File: config.mk
export PLATFORM = sky130hd
export DESIGN_NAME = ps2_kbd_rx
export DESIGN_NICKNAME = d
export VERILOG_FILES = /design/src/rtl/ps2_pkg.sv /design/src/rtl/ps2_filter.sv /design/src/rtl/ps2_kbd_rx.sv
export SDC_FILE = /design/constraint.sdc
export NUM_CORES = 1
export LEC_CHECK = 0
export CORE_ASPECT_RATIO = 1.1
export CORE_UTILIZATION = 39
export DETAILED_ROUTE_END_ITERATION = 10
export PLACE_DENSITY = 0.62
export SYNTH_ARGS = -nofsm -noshare
export SYNTH_HDL_FRONTEND = slang
export SYNTH_HIERARCHICAL = 1
export SYNTH_SLANG_ARGS = --single-unit
File: constraint.sdc
create_clock -name clk -period 1.88 [get_ports clk]
set_input_delay 0.376 -clock clk [delete_from_list [all_inputs] [get_ports clk]]
set_output_delay 0.376 -clock clk [all_outputs]
set_load 0.03 [all_outputs]
File: src/rtl/ps2_pkg.sv
// Shared definitions for the PS/2 keyboard receiver.
//   ps2_state_t : frame FSM state encoding (exported on the debug port)
//   PREFIX_EXT  : scancode prefix announcing an extended key (E0)
//   PREFIX_REL  : scancode prefix announcing a key release (F0)
package ps2_pkg;

   typedef enum logic [1:0] {
      ST_IDLE   = 2'd0,
      ST_DATA   = 2'd1,
      ST_PARITY = 2'd2,
      ST_STOP   = 2'd3
   } ps2_state_t;

   localparam logic [7:0] PREFIX_EXT = 8'hE0;
   localparam logic [7:0] PREFIX_REL = 8'hF0;

endpackage

File: src/rtl/ps2_filter.sv
// Conditions one asynchronous PS/2 line: a 2-flop synchronizer, a glitch
// filter that moves the filtered level only after FILTER_LEN consecutive
// synchronized samples disagree with it, and a falling-edge strobe.
//   clk    : system clock
//   reset  : synchronous active-high reset, line state returns to idle (1)
//   line   : raw asynchronous input
//   sync   : synchronized (unfiltered) line
//   level  : filtered line level
//   fall   : one-cycle strobe, filtered level just went high -> low
module ps2_filter #(
   parameter int FILTER_LEN = 8
) (
   input  logic clk,
   input  logic reset,
   input  logic line,
   output logic sync,
   output logic level,
   output logic fall
);

   localparam int CW = $clog2(FILTER_LEN + 1);

   logic          meta;
   logic [CW-1:0] cnt;

   always_ff @(posedge clk) begin
      if (reset) begin
         meta  <= 1'b1;
         sync  <= 1'b1;
         level <= 1'b1;
         fall  <= 1'b0;
         cnt   <= '0;
      end else begin
         meta <= line;
         sync <= meta;
         fall <= 1'b0;
         // cnt counts how many samples in a row have disagreed with level;
         // any agreeing sample restarts the run, so short glitches vanish.
         if (sync == level) begin
            cnt <= '0;
         end else if (cnt == CW'(FILTER_LEN - 1)) begin
            level <= sync;
            fall  <= level;
            cnt   <= '0;
         end else begin
            cnt <= cnt + 1'b1;
         end
      end
   end

endmodule

File: src/rtl/ps2_kbd_rx.sv
// PS/2 keyboard receiver: frames 11-bit PS/2 words into bytes and decodes
// the E0/F0 prefixes into key events.
//   clk, reset          : system clock, synchronous active-high reset
//   ps2_clk, ps2_data   : asynchronous PS/2 lines (idle high)
//   raw_byte, raw_valid : last accepted frame byte and its one-cycle strobe
//   frame_err           : one-cycle strobe, frame rejected or timed out
//   key_code, key_ext, key_release, key_valid : decoded key event
//   fsm_state           : debug view of the frame FSM
// Strobes are single-cycle pulses with no ready/backpressure: a consumer
// must capture the associated data in the cycle the strobe is high; the
// data itself is held until the next strobe of the same kind.
module ps2_kbd_rx
   import ps2_pkg::*;
#(
   parameter int FILTER_LEN = 8,
   parameter int TIMEOUT    = 50000
) (
   input  logic       clk,
   input  logic       reset,
   input  logic       ps2_clk,
   input  logic       ps2_data,
   output logic [7:0] raw_byte,
   output logic       raw_valid,
   output logic       frame_err,
   output logic [7:0] key_code,
   output logic       key_ext,
   output logic       key_release,
   output logic       key_valid,
   output ps2_state_t fsm_state
);

   localparam int TW = $clog2(TIMEOUT + 1);

   logic clk_sync, clk_level, clk_fall;
   logic data_sync, data_level, data_fall;

   ps2_filter #(.FILTER_LEN(FILTER_LEN)) u_clk_filt (
      .clk(clk), .reset(reset), .line(ps2_clk),
      .sync(clk_sync), .level(clk_level), .fall(clk_fall)
   );

   ps2_filter #(.FILTER_LEN(FILTER_LEN)) u_data_filt (
      .clk(clk), .reset(reset), .line(ps2_data),
      .sync(data_sync), .level(data_level), .fall(data_fall)
   );

   // Only the filtered clock edge and the synchronized data are consumed.
   logic unused_lines;
   assign unused_lines = clk_sync ^ clk_level ^ data_level ^ data_fall;

   ps2_state_t    state;
   logic [2:0]    bit_cnt;
   logic [7:0]    shreg;
   logic          parity;
   logic [TW-1:0] tcnt;
   logic          ext_pend, rel_pend;

   assign fsm_state = state;

   // Frame FSM: advances once per filtered falling edge of ps2_clk.
   always_ff @(posedge clk) begin
      if (reset) begin
         state     <= ST_IDLE;
         bit_cnt   <= '0;
         shreg     <= '0;
         parity    <= 1'b0;
         tcnt      <= '0;
         raw_byte  <= '0;
         raw_valid <= 1'b0;
         frame_err <= 1'b0;
      end else begin
         raw_valid <= 1'b0;
         frame_err <= 1'b0;
         if (clk_fall) begin
            tcnt <= '0;
            case (state)
               ST_IDLE: begin
                  if (!data_sync) begin
                     state   <= ST_DATA;
                     bit_cnt <= '0;
                     shreg   <= '0;
                  end else begin
                     frame_err <= 1'b1;
                  end
               end
               ST_DATA: begin
                  shreg   <= {data_sync, shreg[7:1]};   // LSB arrives first
                  bit_cnt <= bit_cnt + 3'd1;
                  if (bit_cnt == 3'd7) state <= ST_PARITY;
               end
               ST_PARITY: begin
                  parity <= data_sync;
                  state  <= ST_STOP;
               end
               ST_STOP: begin
                  state <= ST_IDLE;
                  // Odd parity over data+parity and a high stop bit.
                  if (data_sync && (^shreg ^ parity)) begin
                     raw_byte  <= shreg;
                     raw_valid <= 1'b1;
                  end else begin
                     frame_err <= 1'b1;
                  end
               end
               default: state <= ST_IDLE;
            endcase
         end else if (state != ST_IDLE) begin
            // Abort a stalled frame; the >= keeps the count from wrapping.
            if (tcnt >= TW'(TIMEOUT - 1)) begin
               frame_err <= 1'b1;
               state     <= ST_IDLE;
               tcnt      <= '0;
            end else begin
               tcnt <= tcnt + 1'b1;
            end
         end else begin
            tcnt <= '0;
         end
      end
   end

   // Prefix decoder: one cycle behind raw_valid.
   always_ff @(posedge clk) begin
      if (reset) begin
         ext_pend    <= 1'b0;
         rel_pend    <= 1'b0;
         key_code    <= '0;
         key_ext     <= 1'b0;
         key_release <= 1'b0;
         key_valid   <= 1'b0;
      end else begin
         key_valid <= 1'b0;
         if (frame_err) begin
            ext_pend <= 1'b0;
            rel_pend <= 1'b0;
         end else if (raw_valid) begin
            if (raw_byte == PREFIX_EXT) begin
               ext_pend <= 1'b1;
            end else if (raw_byte == PREFIX_REL) begin
               rel_pend <= 1'b1;
            end else begin
               key_code    <= raw_byte;
               key_ext     <= ext_pend;
               key_release <= rel_pend;
               key_valid   <= 1'b1;
               ext_pend    <= 1'b0;
               rel_pend    <= 1'b0;
            end
         end
      end
   end

endmodule

==> metrics.txt <==
CP endpoint=raw_byte[7]; detailed-route via count=2,002; RR Startpoint=tcnt[1]; Critical Path RT=1.50 ns; dpl hpwl=3.58 mm; layout cells sized above 1=0.182; Ys Warns=6; Die Ht=87.4 µm; Final Cycle Share=0.971; logic gate share of total power=0.013; Port Buffers=26; I/O pin cnt=27; status=complete, no violations; P_sw=547 µW; fmax=548 MHz; signal arrival time at the worst endpoint=1.45 ns; Placer Congestion=0.712; critical path class=reg2out; Worst Reg-to-Reg Cells=7; area of the mapped netlist=2590 µm²; Rows=30; Synth Instances=267; Layout Nets=331; Most Crowded Layer GR=met2; initial antenna violation count=0; Hold Vio Cnt, Final=0; pin count of the biggest net entering global routing=30; Congestion Overflow GR=0; synthesized net count=279; met3 Usage GRT=0.0377; Detailed Route Iter0 Violations=118; WL/cell=12.3 µm; first-pass GRT wire length=8.37 mm; CP max FO=3; Die Wd=79.6 µm; Period minus WS final=1.83 ns; setup TNS=0 ns; vias in the first global route=1,890; switching portion of total power=0.218; Critical path origin=raw_byte[7]; startpoint types=flip-flop; GR Util met2=0.272; P_leak=0.00129 µW; max cap viols=0; Min-Delay Path Class=reg2reg; commonest non-fill, non-tap cells in the layout=dfxtp_1 (60), nor2_1 (57), clkdlybuf4s50_1 (24); VDD IR-drop max=0.000497 V; # clock sinks=63; Slew @ Worst Pin=0.657 ns; Max-slew headroom=0.562; area grow syn2layout=27.4%; DIE AREA=6960 µm²; Core Box Area=6270 µm²; Post-Syn Area per Cell=9.69 µm²; Root Buffer=clkbuf_8; CTS tree=built; Ant. Diodes=0; Flop pwr share=0.535; WHS=0.422 ns; M1 GR Usage=0.180; crit path capture type=primary output; drt via density=4.96; DRC viols=0; Pwr per Cell Area=760 nW/µm²; Slew Viols, Final=0; initial core utilization=0.413; 1st-pass router iterations=4; unrepaired setup endpoints after global routing=yes; Clock power frac=0.451; CTS clk-pin slew, worst paths=0.08 ns; Worst-Skew Late Latency=0.34 ns; most common cell after layout, fill and taps aside=dfxtp_1; R2R Setup Slk=0.09 ns; Num CTS Buffers=9; CTS max path bufs=2; FF-to-FF End=tcnt[14]; GRT Overall Usage=0.157; Final setup viols=0; H-tree depth=3; antenna-violating nets left=0; Internal Power=1960 µW; final WL=4.96 mm; post-route clock skew=0.0118 ns
==> registers in the layout (all words and copies together), names as in the netlist, 2 cells and up <==
name            count
tcnt               16
raw_byte            8
u_clk_filt/cnt      4
shreg               8
fsm_state           2
bit_cnt             3
key_code            8
==> worst min path at each step <==
stage                          start               end  depth (start not counted)
floorplan            u_clk_filt/meta   u_clk_filt/sync                          1
global placement     u_clk_filt/meta   u_clk_filt/sync                          1
detailed placement  u_data_filt/meta  u_data_filt/sync                          1
CTS                  u_clk_filt/meta   u_clk_filt/sync                          1
global route         u_clk_filt/meta   u_clk_filt/sync                          1
finish               u_clk_filt/meta   u_clk_filt/sync                          1
==> through the flow <==
| stage | cell area, µm² | total power [µW] | utilization | setup slack, ns | std cells |
|---|---|---|---|---|---|
| floorplan | 2600 | 1390 | - | -0.0129 | 267 |
| finish | 3300 | 2510 | 0.526 | 0.0548 | 404 |
| global placement | 3080 | 1410 | 0.492 | 0.0276 | 387 |
| global route | 3300 | 2590 | 0.526 | -0.0195 | 404 |
| CTS | 3290 | 2520 | 0.524 | 0.0281 | 404 |
| detailed placement | 3080 | 1410 | 0.492 | 0.00200 | 387 |
==> per-layer routing <==
layer  vias up  share of wire  routed length [µm]
li1       1012              -                   -
met1       949           0.46                2300
met2        33           0.49                2420
met3         8          0.031                 152
met4         0          0.017                  86
met5         -              0                   0
==> timing repair <==
action	4_1_cts	5_1_grt
resized for setup	1	4
pin swaps	3	2
hold buffers	0	0
buffers inserted	1	0
hold endpoints to repair	0	0
endpoints found under the setup margin	3	27
==> power by group through the flow <==
stage          Combinational [µW]  Sequential [µW]  Clock (µW)
4_1_cts                      33.9             1340        1150
2_1_floorplan                18.5             1370           0
6_report                     33.2             1340        1130
3_3_place_gp                 33.2             1370           0
3_5_place_dp                 33.6             1370           0
5_1_grt                      37.7             1340        1210
==> worst max-delay path, stage by stage (launching register included) <==
cell and delay (ns):
dfxtp_1 0.33, buf_4 0.12, clkdlybuf4s50_1 0.67
==> layout make-up <==
cell class              instances  area [µm²]
fillers                       584        2970
flip-flops and latches         63        1260
multi-input cells             188        1260
repair buffers                 49         450
clock buffers                  10         128
well taps                      80         100
clock inverters                 6        61.3
inverters                       8        30.0
(Power assumes the default switching activity.)
